`config.mk`:
```
export PLATFORM = sky130hd
export DESIGN_NAME = module_bin2bcd
export DESIGN_NICKNAME = d
export VERILOG_FILES = /design/src/rtl/module_bin2bcd.sv
export SDC_FILE = /design/constraint.sdc
export NUM_CORES = 1
export LEC_CHECK = 0
export ABC_CLOCK_PERIOD_IN_PS = 5280
export CORE_UTILIZATION = 45
export CTS_CLUSTER_DIAMETER = 30
export CTS_CLUSTER_SIZE = 10
export DETAILED_ROUTE_END_ITERATION = 8
export PLACE_DENSITY = 0.7
export SETUP_SLACK_MARGIN = 0.4
export SYNTH_ARGS = -nofsm -noshare
export SYNTH_HDL_FRONTEND = slang
export SYNTH_SLANG_ARGS = --single-unit
```
`constraint.sdc`:
```
create_clock -name clk -period 5.28 [get_ports clk]
set_input_delay 0.792 -clock clk [delete_from_list [all_inputs] [get_ports clk]]
set_output_delay 0.792 -clock clk [all_outputs]
set_load 0.02 [all_outputs]
```
`src/rtl/module_bin2bcd.sv`:
```
// Signed binary to sign + BCD converter using sequential shift-add-3 (one bit per clock),
// with a registered leading-zero blanking mask for the 7-segment display path.
module module_bin2bcd #(
    parameter int WIDTH  = 16,
    parameter int DIGITS = 5
) (
    input  logic                  clk,
    input  logic                  rst,
    input  logic                  valid,
    input  logic [WIDTH-1:0]      result_i,
    output logic                  busy,
    output logic                  done,
    output logic                  sign_o,
    output logic [4*DIGITS-1:0]   bcd_o,
    output logic [DIGITS-1:0]     blank_o
);

    localparam int BW = 4 * DIGITS;
    localparam int CW = $clog2(WIDTH + 1);

    // True when DIGITS decimal digits can hold the largest magnitude 2^(WIDTH-1).
    function automatic bit digits_fit(input int w, input int d);
        logic [127:0] p10;
        logic [127:0] p2;
        p10 = 128'd1;
        for (int i = 0; i < d; i++) begin
            p10 = p10 * 128'd10;
        end
        p2 = 128'd1 << (w - 1);
        return p10 > p2;
    endfunction

    generate
        if (!digits_fit(WIDTH, DIGITS)) begin : g_bad_digits
            $error("module_bin2bcd: DIGITS too small for WIDTH");
        end
    endgenerate

    typedef enum logic [1:0] {
        S_IDLE,
        S_SHIFT,
        S_DONE
    } state_t;

    state_t            state_q;
    logic              valid_q;
    logic [WIDTH-1:0]  mag_q;
    logic [BW-1:0]     bcd_q;
    logic [CW-1:0]     cnt_q;
    logic              sign_q;
    logic              zero_q;

    logic              start;
    logic [WIDTH-1:0]  mag_d;
    logic [BW-1:0]     bcd_adj;
    logic [DIGITS-1:0] blank_d;

    assign start = valid & ~valid_q;
    // Unsigned magnitude: the most negative value maps onto 2^(WIDTH-1) without overflow.
    assign mag_d = result_i[WIDTH-1] ? (~result_i + WIDTH'(1)) : result_i;

    genvar gi;
    generate
        for (gi = 0; gi < DIGITS; gi++) begin : g_adj
            assign bcd_adj[4*gi +: 4] = (bcd_q[4*gi +: 4] >= 4'd5) ?
                                        (bcd_q[4*gi +: 4] + 4'd3) : bcd_q[4*gi +: 4];
        end

        assign blank_d[0] = 1'b0;
        for (gi = 1; gi < DIGITS; gi++) begin : g_blank
            assign blank_d[gi] = ~|bcd_q[BW-1:4*gi];
        end
    endgenerate

    always_ff @(posedge clk or negedge rst) begin
        if (!rst) begin
            state_q <= S_IDLE;
            valid_q <= 1'b0;
            mag_q   <= '0;
            bcd_q   <= '0;
            cnt_q   <= '0;
            sign_q  <= 1'b0;
            zero_q  <= 1'b0;
            busy    <= 1'b0;
            done    <= 1'b0;
            sign_o  <= 1'b0;
            bcd_o   <= '0;
            blank_o <= '0;
        end else begin
            valid_q <= valid;
            done    <= 1'b0;
            case (state_q)
                S_IDLE: begin
                    if (start) begin
                        sign_q  <= result_i[WIDTH-1];
                        zero_q  <= (result_i == '0);
                        mag_q   <= mag_d;
                        bcd_q   <= '0;
                        cnt_q   <= CW'(WIDTH);
                        busy    <= 1'b1;
                        state_q <= S_SHIFT;
                    end
                end
                S_SHIFT: begin
                    {bcd_q, mag_q} <= {bcd_adj, mag_q} << 1;
                    cnt_q          <= cnt_q - CW'(1);
                    if (cnt_q == CW'(1)) begin
                        state_q <= S_DONE;
                    end
                end
                S_DONE: begin
                    bcd_o   <= bcd_q;
                    sign_o  <= sign_q & ~zero_q;
                    blank_o <= blank_d;
                    done    <= 1'b1;
                    busy    <= 1'b0;
                    state_q <= S_IDLE;
                end
                default: begin
                    state_q <= S_IDLE;
                end
            endcase
        end
    end

endmodule
```
Yosys cells after proc, flatten, opt, wreduce, memory -nomap -nowiden. Cells that the tools add are included.

Add/subtract/negate cells: 7. Magnitude comparators: 5. Equal/unequal tests: 5. Mux-type cells: 18. Bitwise gates (word level): 5. Reductions and logical operators: 16.

Operators by type and width (number): one-hot mux 20 bit (2 select lines) (1); two-way mux 16 bit (2); one-hot mux 16 bit (2 select lines) (1); >= comparator 4 x 3 -> 1 bit, second input constant (5); two-way mux 20 bit (1); adder 16 x 1 -> 16 bit, second input constant (1); adder 4 x 2 -> 4 bit, second input constant (4); logical NOT 16 bit (1); two-way mux 4 bit (4); inverter 16 bit (1); OR reduction 16 bit (1); OR reduction 12 bit (1); one-hot mux 5 bit (2 select lines) (1); AND reduction 2 bit (4); OR reduction 8 bit (1); == test 5 x 1 -> 1 bit, second input constant (1); two-way mux 5 bit (1); subtractor 5 x 1 -> 5 bit, second input constant (1); logical NOT 1 bit (4); two-way mux 2 bit (2); inequality test 2 bit, second input constant (2); one-hot mux 2 bit (2 select lines) (1); nonzero test 2 bit (2); OR reduction 4 bit (1); 9 further kinds (12).

Register bits: 73. Input port bits: 19. Word-level logic and storage cells: 68.

Longest topological paths before layout.
Word-level depth: 5. Mapped depth: 6. Mapped depth without buffers: 6.

Worst setup path after synthesis. OpenSTA, ideal clock, no wires.

Kind: input-to-reg. Start point: input port result_i[7]. End point: register mag_q[14]. Arrival time: 2151 ps. Required time: 5148 ps. Setup slack: 2997 ps. Stages: 5. Buffers on the path: 1. Cells stage by stage: or4_1 > buf_2 > or4_4 > mux2i_1 > o21ai_1.

Word-level cells in the longest chain between the ends: 5.

Ends and longest elaborated chain: start: declaration (RTL line 10) `input logic [WIDTH-1:0] result_i,`; inverter 16 bit (RTL line 60) `assign mag_d = result_i[WIDTH-1] ? (~result_i + WIDTH'(1)) : result_i;`; adder 16 x 1 -> 16 bit (RTL line 60); two-way mux 16 bit (RTL line 60); two-way mux 16 bit (RTL line 94) `if (start) begin`; one-hot mux 16 bit (2 select lines) (RTL line 92) `case (state_q)`; end signal: assignment (RTL line 97) `mag_q <= mag_d;`; end signal: assignment (RTL line 105) `{bcd_q, mag_q} <= {bcd_adj, mag_q} << 1;`; end: declaration (RTL line 47) `logic [WIDTH-1:0] mag_q;`.

No other way between the ends. The select of a mux whose other input is x is not followed. A chain may end at the register's enable or synchronous reset.

Final worst setup path.
Start point: input port valid. End point: register mag_q[9].

Word-level cells in the longest chain between the ends: 3.

Ends and longest elaborated chain: start: declaration (RTL line 9) `input logic valid,`; AND 1 bit (RTL line 58) `assign start = valid & ~valid_q;`; inequality test 2 bit (no source line); AND reduction 2 bit (no source line).

No other way between the ends.

==> results.sh <==
export IMPL_tightest_slew_ns=0.960
export IMPL_fmax_ghz=0.363
export IMPL_max_stage_delay_ns=0.88
export IMPL_hold_end="blank_o[2]"
export IMPL_required_ns=5.55
export IMPL_die_h_um=91.4
export IMPL_start_util_pct=46.6
export IMPL_coreArea_mm2=0.00773
export IMPL_cts_resized=0
export IMPL_drv_slew=0
export IMPL_r2r_start="state_q[1]"
export IMPL_detail_route_antenna_nets=0
export IMPL_drive_above_1_share_pct=10.1
export IMPL_cp_num_buf_inv=1
export IMPL_yosysTopAreaCellShare_pct=50.8
export IMPL_cts_path_max_buffers=2
export IMPL_setup_viol=0
export IMPL_netlist_area_mm2=0.00360
export IMPL_first_pass_iters=4
export IMPL_final_min_clock_period_ns=2.75
export IMPL_fin_setup_tns_ns=0
export IMPL_synth_top_cell_by_area="dfrtp_1"
export IMPL_cp_max_fo=32
export IMPL_wl_um=6880
export IMPL_route_detailed_drc=0
export IMPL_crit_type="in2reg"
export IMPL_grt_pass1_wl_um=12000
export IMPL_p_per_area_mw_per_mm2=537
export IMPL_grt_overflow=0
export IMPL_synth_cell_types=46
export IMPL_cpLargestDelayFamily="simple AND/OR/NAND/NOR gates"
export IMPL_synth_seq_cells=73
export IMPL_cp_slowest_cell="or4b_1"
export IMPL_track_usage_pct=18.2
export IMPL_ioPinCount=47
export IMPL_r2r_end="mag_q[9]"
export IMPL_hold_viol=0
export IMPL_first_global_vias=2564
export IMPL_fin_nets=415
export IMPL_antenna_found_initial=0
export IMPL_p_leak_nw=1.90
export IMPL_synth_async_sr_flop_share_pct=100
export IMPL_slew_headroom_pct=36.0
export IMPL_fin_util_pct=55.9
export IMPL_cts_buffers=9
export IMPL_postCtsSetupBuffers=0
export IMPL_endpoint_kind="flip-flop"
export IMPL_rsz0062_at_grt="no"
export IMPL_fillers=673
export IMPL_fin_crit_sh_pct=52.2
export IMPL_ys_seq_area_share_pct=50.8
export IMPL_cts_sinks=73
export IMPL_wl_per_cell_um=14.1
export IMPL_die_w_um=91.4
export IMPL_ir_worst_vdd_v=0.000170
export IMPL_synthesis_nets=375
export IMPL_area_delta_synth_final_pct=20.1
export IMPL_pre_cts_slack_ns=2.16
export IMPL_synthCells=341
export IMPL_yosysWarnings=0
export IMPL_avgSynthCellArea_um2=10.5
export IMPL_status="completed"
export IMPL_port_buffers=45
export IMPL_regArea_mm2=0.00183
export IMPL_cts_root_buf="clkbuf_8"
export IMPL_ff2ff_path_depth=3
export IMPL_multi_input_comb_area_mm2=0.00163
export IMPL_grt_max_degree=45
export IMPL_hold_class="reg2reg"
export IMPL_dp_hpwl_um=4690
export IMPL_rrSetupSlack_ns=2.92
export IMPL_h_tree_depth=3
export IMPL_drt_iter0_drc=109
export IMPL_clk_pin_slew_ns=0.08
export IMPL_cp_cell_sequence="clkdlybuf4s50_1, or4b_1, or4b_2, nand3_1"
export IMPL_final_setup_worst_slack_ns=2.53
export IMPL_yosys_top_cells_area="dfrtp_1, ha_1, o21ai_0"
export IMPL_critPathLaunchType="input port"
export IMPL_hold_depth=2
export IMPL_synth_edff_count=0
export IMPL_fin_skew_ns=0.00974
export IMPL_clk_latency_ns=0.34
export IMPL_synth_main_ff_cell="dfrtp_1"
export IMPL_tritoncts="yes"
export IMPL_vias=2713
export IMPL_antenna_diode_count=0
export IMPL_maxCapViolations=0
export IMPL_post_cts_hold_buffer_count=0
export IMPL_cp_arrival_ns=3.03
export IMPL_die_area_mm2=0.00835
export IMPL_viasPerCell=5.56
export IMPL_gp_congestion=0.767
export IMPL_holdCritStartpoint="blank_o[2]"
export IMPL_num_rows=32
## tightest hold or removal path: stages (launching register included)
cell and delay (ns):
dfrtp_1 0.35, nand2_1 0.05, nand2_1 0.05
## sequential cells by signal (all words and copies together) (netlist names), 2 cells and up
| register | flops |
|---|---|
| cnt_q | 5 |
| mag_q | 16 |
| state_q | 2 |
| bcd_o | 20 |
| bcd_q | 20 |
| blank_o | 4 |
## per-layer routing
layer | track usage (%) | wire (um) | vias to the layer above
li1 | - | - | 1320
met1 | 23.6 | 3280 | 1323
met2 | 29.8 | 3260 | 63
met3 | 5.28 | 276 | 7
met4 | 4.23 | 63 | 0
met5 | 0 | 0 | -
## synth_stat cells (4+ instances only)
master and count:
nor3b_1 6, a22oi_1 6, o22ai_1 7, mux2_2 12, clkbuf_1 15, xnor2_1 6, o21ai_0 36, o31ai_1 9
nand3_1 11, a32o_1 5, inv_1 16, a21oi_1 9, nor3_1 4, nand2b_1 8, xor2_1 9, nor2b_1 5
a221oi_1 5, nand2_1 32, mux2i_1 8, nor2_1 4, ha_1 15, dfrtp_1 73
## where the power goes
group | leakage (nW) | internal [W] | switching, W
clock | 0.100 | 0.000222 | 0.000217
combinational | 0.848 | 0.000440 | 0.000524
sequential | 0.954 | 0.000768 | 0.000148
## worst max-delay path by stage
stage               slack, ns         to  depth (start not counted)   startpoint
floorplan                3.00  mag_q[14]                          5  result_i[7]
global placement         2.23  mag_q[13]                          4        valid
detailed placement       2.16   mag_q[9]                          4        valid
CTS                      2.53   mag_q[9]                          4        valid
global route             2.44   mag_q[9]                          4        valid
finish                   2.53   mag_q[9]                          4        valid
## stage by stage
stage	hold slack, ns	instance area [um2]	cells	power (W)
floorplan	0.439	3600	341	0.00157
global placement	0.460	4120	472	0.00186
detailed placement	0.464	4120	472	0.00190
CTS	0.485	4320	488	0.00235
global route	0.504	4320	488	0.00251
finish	0.480	4320	488	0.00232
## cell type report
| cell class | instances | area share [%] |
|---|---|---|
| flip-flops and latches | 73 | 42.3 |
| multi-input cells | 232 | 37.7 |
| repair buffers | 49 | 11.0 |
| well taps | 102 | 2.95 |
| clock buffers | 9 | 2.87 |
| clock inverters | 7 | 1.80 |
| inverters | 16 | 1.39 |
## cell families (layout without fill, tap and decap cells)
group                      Yosys count  count (layout)  synth area share, %
adders and majority gates           15              15                 5.22
and+or+nand+nor                     91              91                 14.0
DFF                                 73              73                 50.8
buffers and inverters               36              81                 3.90
muxes                               20              20                 5.98
xor gates and xnor gates            15              15                 3.65
other                                1               1                0.104
AOI/OAI and AO/OA                   90              90                 16.3
## layout by cell type (no fill, tap or decap), types with 6 or more instances in the layout
cell             count
a21oi_1              9
a22oi_1              6
clkbuf_8             9
clkdlybuf4s50_1     44
dfrtp_1             73
ha_1                15
inv_1               16
mux2_2              12
mux2i_1              8
nand2_1             32
nand2b_1             8
nand3_1             11
nor3b_1              6
o21ai_0             36
o22ai_1              7
o31ai_1              9
xnor2_1              6
xor2_1               9
(Power assumes the default switching activity.)
